==> src/rtl/vram_oam_responder.sv <==
// vram_oam_responder: arbitrates background and sprite fetcher reads onto a
// single VRAM port and serves OAM flag-byte reads on an independent OAM port.
// Each request is a level held until its one-cycle response pulse; a per-port
// ack flag stops a held request from being served twice.
// Optional feature macro: VRAM_RANGE_CHECK_EN -- out-of-range requests issue no
// memory strobe and return 0xFF with the normal latency.
module vram_oam_responder #(
    parameter int unsigned VRAM_LATENCY = 2,
    parameter int unsigned OAM_LATENCY  = 2
) (
    input  logic        clk_in,
    input  logic        rst_n_in,
    input  logic        ppu_ena_in,
    input  logic [15:0] bg_addr_in,
    input  logic        bg_addr_valid_in,
    output logic [7:0]  bg_data_out,
    output logic        bg_data_valid_out,
    input  logic [15:0] spr_addr_in,
    input  logic        spr_addr_valid_in,
    output logic [7:0]  spr_data_out,
    output logic        spr_data_valid_out,
    output logic        mem_free_out,
    input  logic [15:0] flag_addr_in,
    input  logic        flag_request_in,
    output logic [7:0]  sprite_flags_out,
    output logic        valid_flags_out,
    output logic [12:0] vram_addr_out,
    output logic        vram_rd_out,
    input  logic [7:0]  vram_data_in,
    output logic [7:0]  oam_addr_out,
    output logic        oam_rd_out,
    input  logic [7:0]  oam_data_in
);

    // Counters are loaded with latency-1 on accept and the data is captured
    // on the edge where they read zero.
    localparam logic [1:0] VRAM_CNT_INIT = 2'(VRAM_LATENCY - 1);
    localparam logic [1:0] OAM_CNT_INIT  = 2'(OAM_LATENCY - 1);

    typedef enum logic [1:0] {
        IDLE     = 2'd0,
        BUSY_BG  = 2'd1,
        BUSY_SPR = 2'd2
    } vram_state_t;

    vram_state_t state_q, state_d;

    logic        bg_ack_q, spr_ack_q, flag_ack_q;
    logic        bg_elig, spr_elig, flag_elig;
    logic        accept_bg, accept_spr, accept_vram;
    logic        vram_done;
    logic [1:0]  vram_cnt_q;
    logic        vram_oor_q;
    logic [12:0] sel_addr;
    logic        sel_in_range;

    logic        oam_busy_q;
    logic [1:0]  oam_cnt_q;
    logic        oam_oor_q;
    logic        oam_done;
    logic        accept_flag;

    logic        bg_in_range, spr_in_range, flag_in_range;

`ifdef VRAM_RANGE_CHECK_EN
    assign bg_in_range   = (bg_addr_in[15:13] == 3'b100);
    assign spr_in_range  = (spr_addr_in[15:13] == 3'b100);
    assign flag_in_range = (flag_addr_in[15:8] == 8'hFE) && (flag_addr_in[7:0] < 8'hA0);
`else
    logic unused_addr_bits;
    assign unused_addr_bits = ^{bg_addr_in[15:13], spr_addr_in[15:13], flag_addr_in[15:8]};
    assign bg_in_range      = 1'b1;
    assign spr_in_range     = 1'b1;
    assign flag_in_range    = 1'b1;
`endif

    assign bg_elig   = bg_addr_valid_in  & ~bg_ack_q   & ppu_ena_in;
    assign spr_elig  = spr_addr_valid_in & ~spr_ack_q  & ppu_ena_in;
    assign flag_elig = flag_request_in   & ~flag_ack_q & ppu_ena_in;

    assign mem_free_out = ~((state_q == BUSY_BG) || ((state_q == IDLE) && bg_elig));

    // VRAM arbiter state register.
    always_ff @(posedge clk_in or negedge rst_n_in) begin
        if (!rst_n_in) state_q <= IDLE;
        else           state_q <= state_d;
    end

    // VRAM next state: completion and a new acceptance may share one edge.
    always_comb begin
        state_d    = state_q;
        accept_bg  = 1'b0;
        accept_spr = 1'b0;
        vram_done  = 1'b0;
        case (state_q)
            IDLE: ;
            BUSY_BG, BUSY_SPR: begin
                if (vram_cnt_q == '0) begin
                    vram_done = 1'b1;
                    state_d   = IDLE;
                end
            end
            default: state_d = IDLE;
        endcase
        if ((state_q == IDLE) || vram_done) begin
            if (spr_elig) begin
                accept_spr = 1'b1;
                state_d    = BUSY_SPR;
            end else if (bg_elig) begin
                accept_bg = 1'b1;
                state_d   = BUSY_BG;
            end
        end
    end

    assign accept_vram  = accept_bg | accept_spr;
    assign sel_addr     = accept_spr ? spr_addr_in[12:0] : bg_addr_in[12:0];
    assign sel_in_range = accept_spr ? spr_in_range : bg_in_range;

    // Ack flags: set on acceptance, cleared whenever the request level is low.
    always_ff @(posedge clk_in or negedge rst_n_in) begin
        if (!rst_n_in) begin
            bg_ack_q   <= 1'b0;
            spr_ack_q  <= 1'b0;
            flag_ack_q <= 1'b0;
        end else begin
            bg_ack_q   <= bg_addr_valid_in  ? (bg_ack_q   | accept_bg)   : 1'b0;
            spr_ack_q  <= spr_addr_valid_in ? (spr_ack_q  | accept_spr)  : 1'b0;
            flag_ack_q <= flag_request_in   ? (flag_ack_q | accept_flag) : 1'b0;
        end
    end

    // VRAM datapath: strobe, address, latency count and response capture.
    always_ff @(posedge clk_in or negedge rst_n_in) begin
        if (!rst_n_in) begin
            vram_rd_out        <= 1'b0;
            vram_addr_out      <= '0;
            vram_cnt_q         <= '0;
            vram_oor_q         <= 1'b0;
            bg_data_out        <= '0;
            bg_data_valid_out  <= 1'b0;
            spr_data_out       <= '0;
            spr_data_valid_out <= 1'b0;
        end else begin
            vram_rd_out <= accept_vram & sel_in_range;
            if (accept_vram) begin
                vram_addr_out <= sel_addr;
                vram_cnt_q    <= VRAM_CNT_INIT;
                vram_oor_q    <= ~sel_in_range;
            end else if ((state_q != IDLE) && (vram_cnt_q != '0)) begin
                vram_cnt_q <= vram_cnt_q - 2'd1;
            end
            bg_data_valid_out  <= vram_done && (state_q == BUSY_BG);
            spr_data_valid_out <= vram_done && (state_q == BUSY_SPR);
            if (vram_done && (state_q == BUSY_BG))
                bg_data_out <= vram_oor_q ? 8'hFF : vram_data_in;
            if (vram_done && (state_q == BUSY_SPR))
                spr_data_out <= vram_oor_q ? 8'hFF : vram_data_in;
        end
    end

    assign oam_done    = oam_busy_q && (oam_cnt_q == '0);
    assign accept_flag = (~oam_busy_q | oam_done) & flag_elig;

    // OAM path: independent single-outstanding read engine.
    always_ff @(posedge clk_in or negedge rst_n_in) begin
        if (!rst_n_in) begin
            oam_busy_q       <= 1'b0;
            oam_cnt_q        <= '0;
            oam_oor_q        <= 1'b0;
            oam_rd_out       <= 1'b0;
            oam_addr_out     <= '0;
            sprite_flags_out <= '0;
            valid_flags_out  <= 1'b0;
        end else begin
            oam_rd_out <= accept_flag & flag_in_range;
            if (accept_flag) begin
                oam_busy_q   <= 1'b1;
                oam_addr_out <= flag_addr_in[7:0];
                oam_cnt_q    <= OAM_CNT_INIT;
                oam_oor_q    <= ~flag_in_range;
            end else if (oam_done) begin
                oam_busy_q <= 1'b0;
            end else if (oam_busy_q) begin
                oam_cnt_q <= oam_cnt_q - 2'd1;
            end
            valid_flags_out <= oam_done;
            if (oam_done)
                sprite_flags_out <= oam_oor_q ? 8'hFF : oam_data_in;
        end
    end

endmodule

==> config.mk <==
export PLATFORM = sky130hd
export DESIGN_NAME = vram_oam_responder
export DESIGN_NICKNAME = d
export VERILOG_FILES = /design/src/rtl/vram_oam_responder.sv
export SDC_FILE = /design/constraint.sdc
export NUM_CORES = 1
export LEC_CHECK = 0
export ABC_AREA = 1
export BUFFER_PORTS_ARGS = -buffer_cell sky130_fd_sc_hd__buf_2
export CORE_UTILIZATION = 42
export DETAILED_ROUTE_END_ITERATION = 8
export GPL_ROUTABILITY_DRIVEN = 0
export PLACE_DENSITY = 0.78
export SLEW_MARGIN = 20
export SYNTH_ARGS = -nofsm -noshare
export SYNTH_HDL_FRONTEND = slang
export SYNTH_SLANG_ARGS = --single-unit
==> constraint.sdc <==
create_clock -name clk_in -period 1.6 [get_ports clk_in]
set_input_delay 0.24 -clock clk_in [delete_from_list [all_inputs] [get_ports clk_in]]
set_output_delay 0.24 -clock clk_in [all_outputs]
set_load 0.03 [all_outputs]
After elaboration in Yosys (flattened, before gate mapping)
Index checks and enable logic that the tools add are counted.
{"block": "word_totals", "register_bits": 60, "in_bits": 70}
{"block": "op_classes", "add_sub_neg": 2, "n_eq_ne": 3, "mux": 23, "n_bitwise": 17, "reduce_logical": 17}
{"cell": "$mux 2", "n": 9}
{"cell": "$mux 13", "n": 1}
{"cell": "$mux 1", "n": 12}
{"cell": "$reduce_bool 2->1", "n": 5}
{"cell": "$and 1x1->1", "n": 7}
{"cell": "$logic_not 2->1", "n": 3}
{"cell": "$logic_and 1x1->1", "n": 5}
{"cell": "$not 1->1", "n": 5}
{"cell": "$or 1x1->1", "n": 5}
{"cell": "$pmux 2 s2", "n": 1}
{"cell": "$sub 2x1->2 const B", "n": 2}
{"cell": "$eq 2x1->1 const B", "n": 1}
{"cell": "$eq 2x2->1 const B", "n": 1}
{"cell": "$logic_or 1x1->1", "n": 2}
{"cell": "$ne 2x1->1 const B", "n": 1}
{"cell": "$reduce_and 2->1", "n": 1}
{"cell": "$reduce_or 2->1", "n": 1}

Logic depth before layout (Yosys ltp)
{"block": "logic_depth", "depth_word": 8, "mapped_depth": 10, "mapped_depth_nobuf": 9}

Least setup slack after synthesis
Ideal clock, no wire load.
{"block": "synth_path", "path_type": "reg-to-reg", "from": "reg state_q[0]", "to": "reg vram_addr_out[0]", "setup_ps": 117, "arrival_time_ps": 1415, "required_time_ps": 1483, "slack_ps": 67, "stages_incl_launch_ff": 10, "n_path_buf": 1, "period_less_slack_ps": 1533, "path_cell_list": "dfrtp_1 > inv_1 > ha_1 > nand2_1 > nand2_2 > nand2_4 > buf_2 > nand2_1 > nand3_1 > nand2_1"}
{"block": "synth_between", "elab_chain_cells": 6, "elab_cells_between_ends": 10, "cone_classes": "eq/ne: 2; mux: 4; bitwise: 1; reduce/logical: 3"}
{"item": "start, declared", "line_no": "46", "source": "vram_state_t state_q, state_d;"}
{"item": "start signal, assigned", "line_no": "86", "source": "else state_q <= state_d;"}
{"item": "$eq 2x1->1 / $eq 2x2->1 (equally long branches)", "line_no": "95", "source": "case (state_q)"}
{"item": "$reduce_or 2->1", "line_no": "95"}
{"item": "$mux 1", "line_no": "95"}
{"item": "$logic_or 1x1->1 (*)", "line_no": "105", "source": "if ((state_q == IDLE) || vram_done) begin"}
{"item": "$mux 1", "line_no": "105"}
{"item": "$mux 13 / $or 1x1->1 (equally long branches)", "line_no": "117, 116"}
{"item": "end signal, assigned", "line_no": "147", "source": "vram_addr_out <= sel_addr;"}
{"item": "end, declared", "line_no": "27", "source": "output logic [12:0] vram_addr_out,"}
Every way passes the cells marked *; elsewhere a longest branch is shown, timed or not.
A chain may end at the register's enable or synchronous reset.

Worst setup path in the final report
{"block": "layout_path", "from": "reg state_q[0]", "to": "out mem_free_out"}
{"block": "layout_between", "elab_chain_cells": 4, "elab_cells_between_ends": 5, "cone_classes": "eq/ne: 1; bitwise: 1; reduce/logical: 3"}
{"item": "$logic_not 2->1", "line_no": "81", "source": "assign mem_free_out = ~((state_q == BUSY_BG) || ((state_q == IDLE) && bg_elig));"}
{"item": "$logic_and 1x1->1", "line_no": "81"}
{"item": "$logic_or 1x1->1 (*)", "line_no": "81"}
{"item": "$not 1->1 (*)", "line_no": "81"}
{"item": "end, declared", "line_no": "22", "source": "output logic mem_free_out,"}
Marks and branches as above.

==> flow_metrics.env <==
export IMPL_status="finished clean"
export IMPL_p_sw_mw=3.434
export IMPL_clock_sinks=60
export IMPL_fp_dieW_um=81
export IMPL_power_mw=7.742
export IMPL_grt_pass1_wl_um=9729
export IMPL_slowest_stage="dfrtp_1"
export IMPL_synthTopCellsByArea="dfrtp_1 57%, nand2_1 17%, inv_1 6.7%"
export IMPL_setup_viol=0
export IMPL_syn_inst=308
export IMPL_worstPathRequired_ns=1.36
export IMPL_final_nets=511
export IMPL_grt_pass1_vias=2214
export IMPL_drc=0
export IMPL_p_seq_share_pct=33.1
export IMPL_dp_hpwl_um=4181
export IMPL_antenna_found_initial=0
export IMPL_htree_levels=3
export IMPL_ant_nets=0
export IMPL_wire_per_inst_um=11.89
export IMPL_path_cells="inv_2 -> ha_4 -> a21o_1 -> inv_1 -> buf_6"
export IMPL_multi_input_area_sq_um=909.6
export IMPL_skew_ns=0.008463
export IMPL_yosysWarnings=0
export IMPL_use_met1_pct=24.16
export IMPL_layout_drive_gt1_share_pct=33.79
export IMPL_port_buffers=106
export IMPL_wl_um=6112
export IMPL_die_area_sq_um=6561
export IMPL_start_kind="register"
export IMPL_chipHeight_um=81
export IMPL_core_area_sq_um=5956
export IMPL_final_util_pct=60.34
export IMPL_p_clk_share_pct=18.7
export IMPL_met3_usage_pct=5.506
export IMPL_viasPerCell=4.687
export IMPL_first_pass_iters=4
export IMPL_final_period_utilization_pct=97.28
export IMPL_cap_violations=0
export IMPL_synth_top_area_share_pct=57.28
export IMPL_hold_path_depth=3
export IMPL_critPathArrivalTime_ns=1.32
export IMPL_maxSlewHeadroom_pct=78.49
export IMPL_clk_latency_ns=0.33
export IMPL_synth_area_leader_cell="dfrtp_1"
export IMPL_clockRootBuffer="clkbuf_8"
export IMPL_finalSetupTns_ns=0
export IMPL_synth_cell_types=23
export IMPL_top_usage_layer="met2"
export IMPL_max_stage_delay_ns=0.40
export IMPL_fp_row_count=28
export IMPL_final_common_cell="nand2_1"
export IMPL_finalHoldViolations=0
export IMPL_grt_use_total_pct=19.49
export IMPL_worst_pin_slew_ns=0.3226
export IMPL_async_flop_share_pct=100.0
export IMPL_ir_drop_mv=1.156
export IMPL_combPwrFrac_pct=48.2
export IMPL_worstSetupPathType="register to output port"
export IMPL_p_leak_nw=2.151
export IMPL_seq_area_frac_synth_pct=57.28
export IMPL_cts_tree="built"
export IMPL_rsz0062_at_grt="yes"
export IMPL_pin_count=121
export IMPL_avgSynthCellArea_sq_um=8.511
export IMPL_synth_area_sq_um=2621
export IMPL_cts_buffers=9
export IMPL_cellPowerDensity_nw_per_um2=2155
export IMPL_grt_use_met2_pct=31.60
export IMPL_fill_cells=523
export IMPL_hold_path_class="input port to register"
export IMPL_ys_flop_type="dfrtp_1"
export IMPL_grt_overflow_total=0
export IMPL_synthToLayoutAreaGrowth_pct=37.09
export IMPL_layout_common_cells="115 x nand2_1, 105 x buf_2, 60 x dfrtp_1"
export IMPL_slew_viol_final=0
export IMPL_placed_cell_area_sq_um=3296
export IMPL_final_area_sq_um=3593
export IMPL_synth_seq_cells=60
export IMPL_p_int_mw=4.309
export IMPL_period_needed_ns=1.556
export IMPL_synth_fp_nets=384
export IMPL_fmax_ghz=0.6425
export IMPL_swShare_pct=44.35
export IMPL_reg2regPathDepth=8
export IMPL_synth_edf_count=0
export IMPL_critPathCaptureType="output port"
export IMPL_initial_core_util_pct=44.01
export IMPL_cts_max_path_buffers=2
export IMPL_vias=2409
export IMPL_grt_max_degree=61
export IMPL_regArea_sq_um=1501
export IMPL_drtIter0Drc=117
export IMPL_cp_max_fo=3
export IMPL_path_clk_slew_ns=0.07
layout make-up:
| cell class | instances | share of cell area [%] |
|---|---|---|
| Clock buffer | 12 | 4.039 |
| Multi-Input combinational cell | 191 | 25.31 |
| Antenna cell | 1 | 0.06964 |
| Inverter | 50 | 5.292 |
| Tap cell | 75 | 2.611 |
| Sequential cell | 60 | 41.78 |
| Clock inverter | 2 | 1.671 |
| Timing Repair Buffer | 123 | 19.22 |
metrics by stage:
| stage | hold WS (ns) | std cells | setup slack [ns] |
|---|---|---|---|
| 6_report | 0.1022 | 514 | 0.04352 |
| 5_1_grt | 0.1009 | 513 | -0.008683 |
| 4_1_cts | 0.1003 | 510 | -0.01110 |
| 3_5_place_dp | 0.2729 | 493 | -0.08040 |
| 3_3_place_gp | 0.2692 | 493 | 0.01287 |
| 2_1_floorplan | -0.05559 | 308 | 0.06732 |
cell families after synthesis:
group,after synthesis,synth area share (%)
adder cells (fa/ha/maj),6,2.864
AND/OR/NAND/NOR,163,26.40
AO/OA/AOI/OAI,21,4.248
XOR/XNOR,1,0.3342
flip-flops,60,57.28
buffers and inverters,57,8.878
critical path, delay by kind of cell (launching register included):
family | cells | cell delay [ns]
buf+inv | 3 | 0.26
compound gates | 1 | 0.16
fa+ha+maj | 1 | 0.16
flops | 1 | 0.40
worst paths after layout:
path	from	to	slack [ns]
max	state_q[0]$_DFF_PN0_	mem_free_out	0.04
min	oam_data_in[0]	sprite_flags_out[0]$_DFFE_PN0N_	0.10
max reg2reg	state_q[0]$_DFF_PN0_	state_q[1]$_DFF_PN0_	0.09
min reg2reg	flag_ack_q$_DFF_PN0_	flag_ack_q$_DFF_PN0_	0.46
max in group asynchronous	rst_n_in	vram_addr_out[12]$_DFFE_PN0P_	0.87
min in group asynchronous	rst_n_in	vram_addr_out[2]$_DFFE_PN0P_	0.46
timing repair:
| action | 4_1_cts | 5_1_grt |
|---|---|---|
| setup buffers | 2 | 3 |
| cloned | 0 | 0 |
| pin swaps | 3 | 3 |
| gates resized for setup | 7 | 7 |
| setup endpoints to repair | 16 | 16 |
| hold buffers | 1 | 0 |
| hold endpoints to repair | 60 | 0 |
synth_stat cells (2+ instances only):
cell type	number
buf_2	3
buf_6	2
clkbuf_1	2
dfrtp_1	60
ha_1	6
inv_1	47
inv_2	2
nand2_1	116
nand2_2	2
nand2_4	2
nand3_1	33
nor2_1	5
nor2_2	2
o21ai_0	17
sequential cells by signal (all words and copies together), names as in the netlist, 2 cells and up:
register / count
oam_cnt_q: 2
spr_data_out: 8
state_q: 2
vram_cnt_q: 2
vram_addr_out: 13
oam_addr_out: 8
sprite_flags_out: 8
bg_data_out: 8
power groups by stage:
stage	combinational [mW]	clock [mW]	sequential, mW
6_report	3.73	1.45	2.57
5_1_grt	4.09	1.53	2.65
4_1_cts	3.63	1.47	2.57
3_5_place_dp	3.55	0	2.57
3_3_place_gp	3.44	0	2.56
2_1_floorplan	1.26	0	3.75
routing by layer:
layer  up-vias  wire length, um  share of wire (%)
met2        84             2901                 47
met1      1123             2709                 44
li1       1195                -                  -
met3         7              453                7.4
met4         0               48               0.79
met5         -                0                  0
Power figures use the tool's default switching activity.
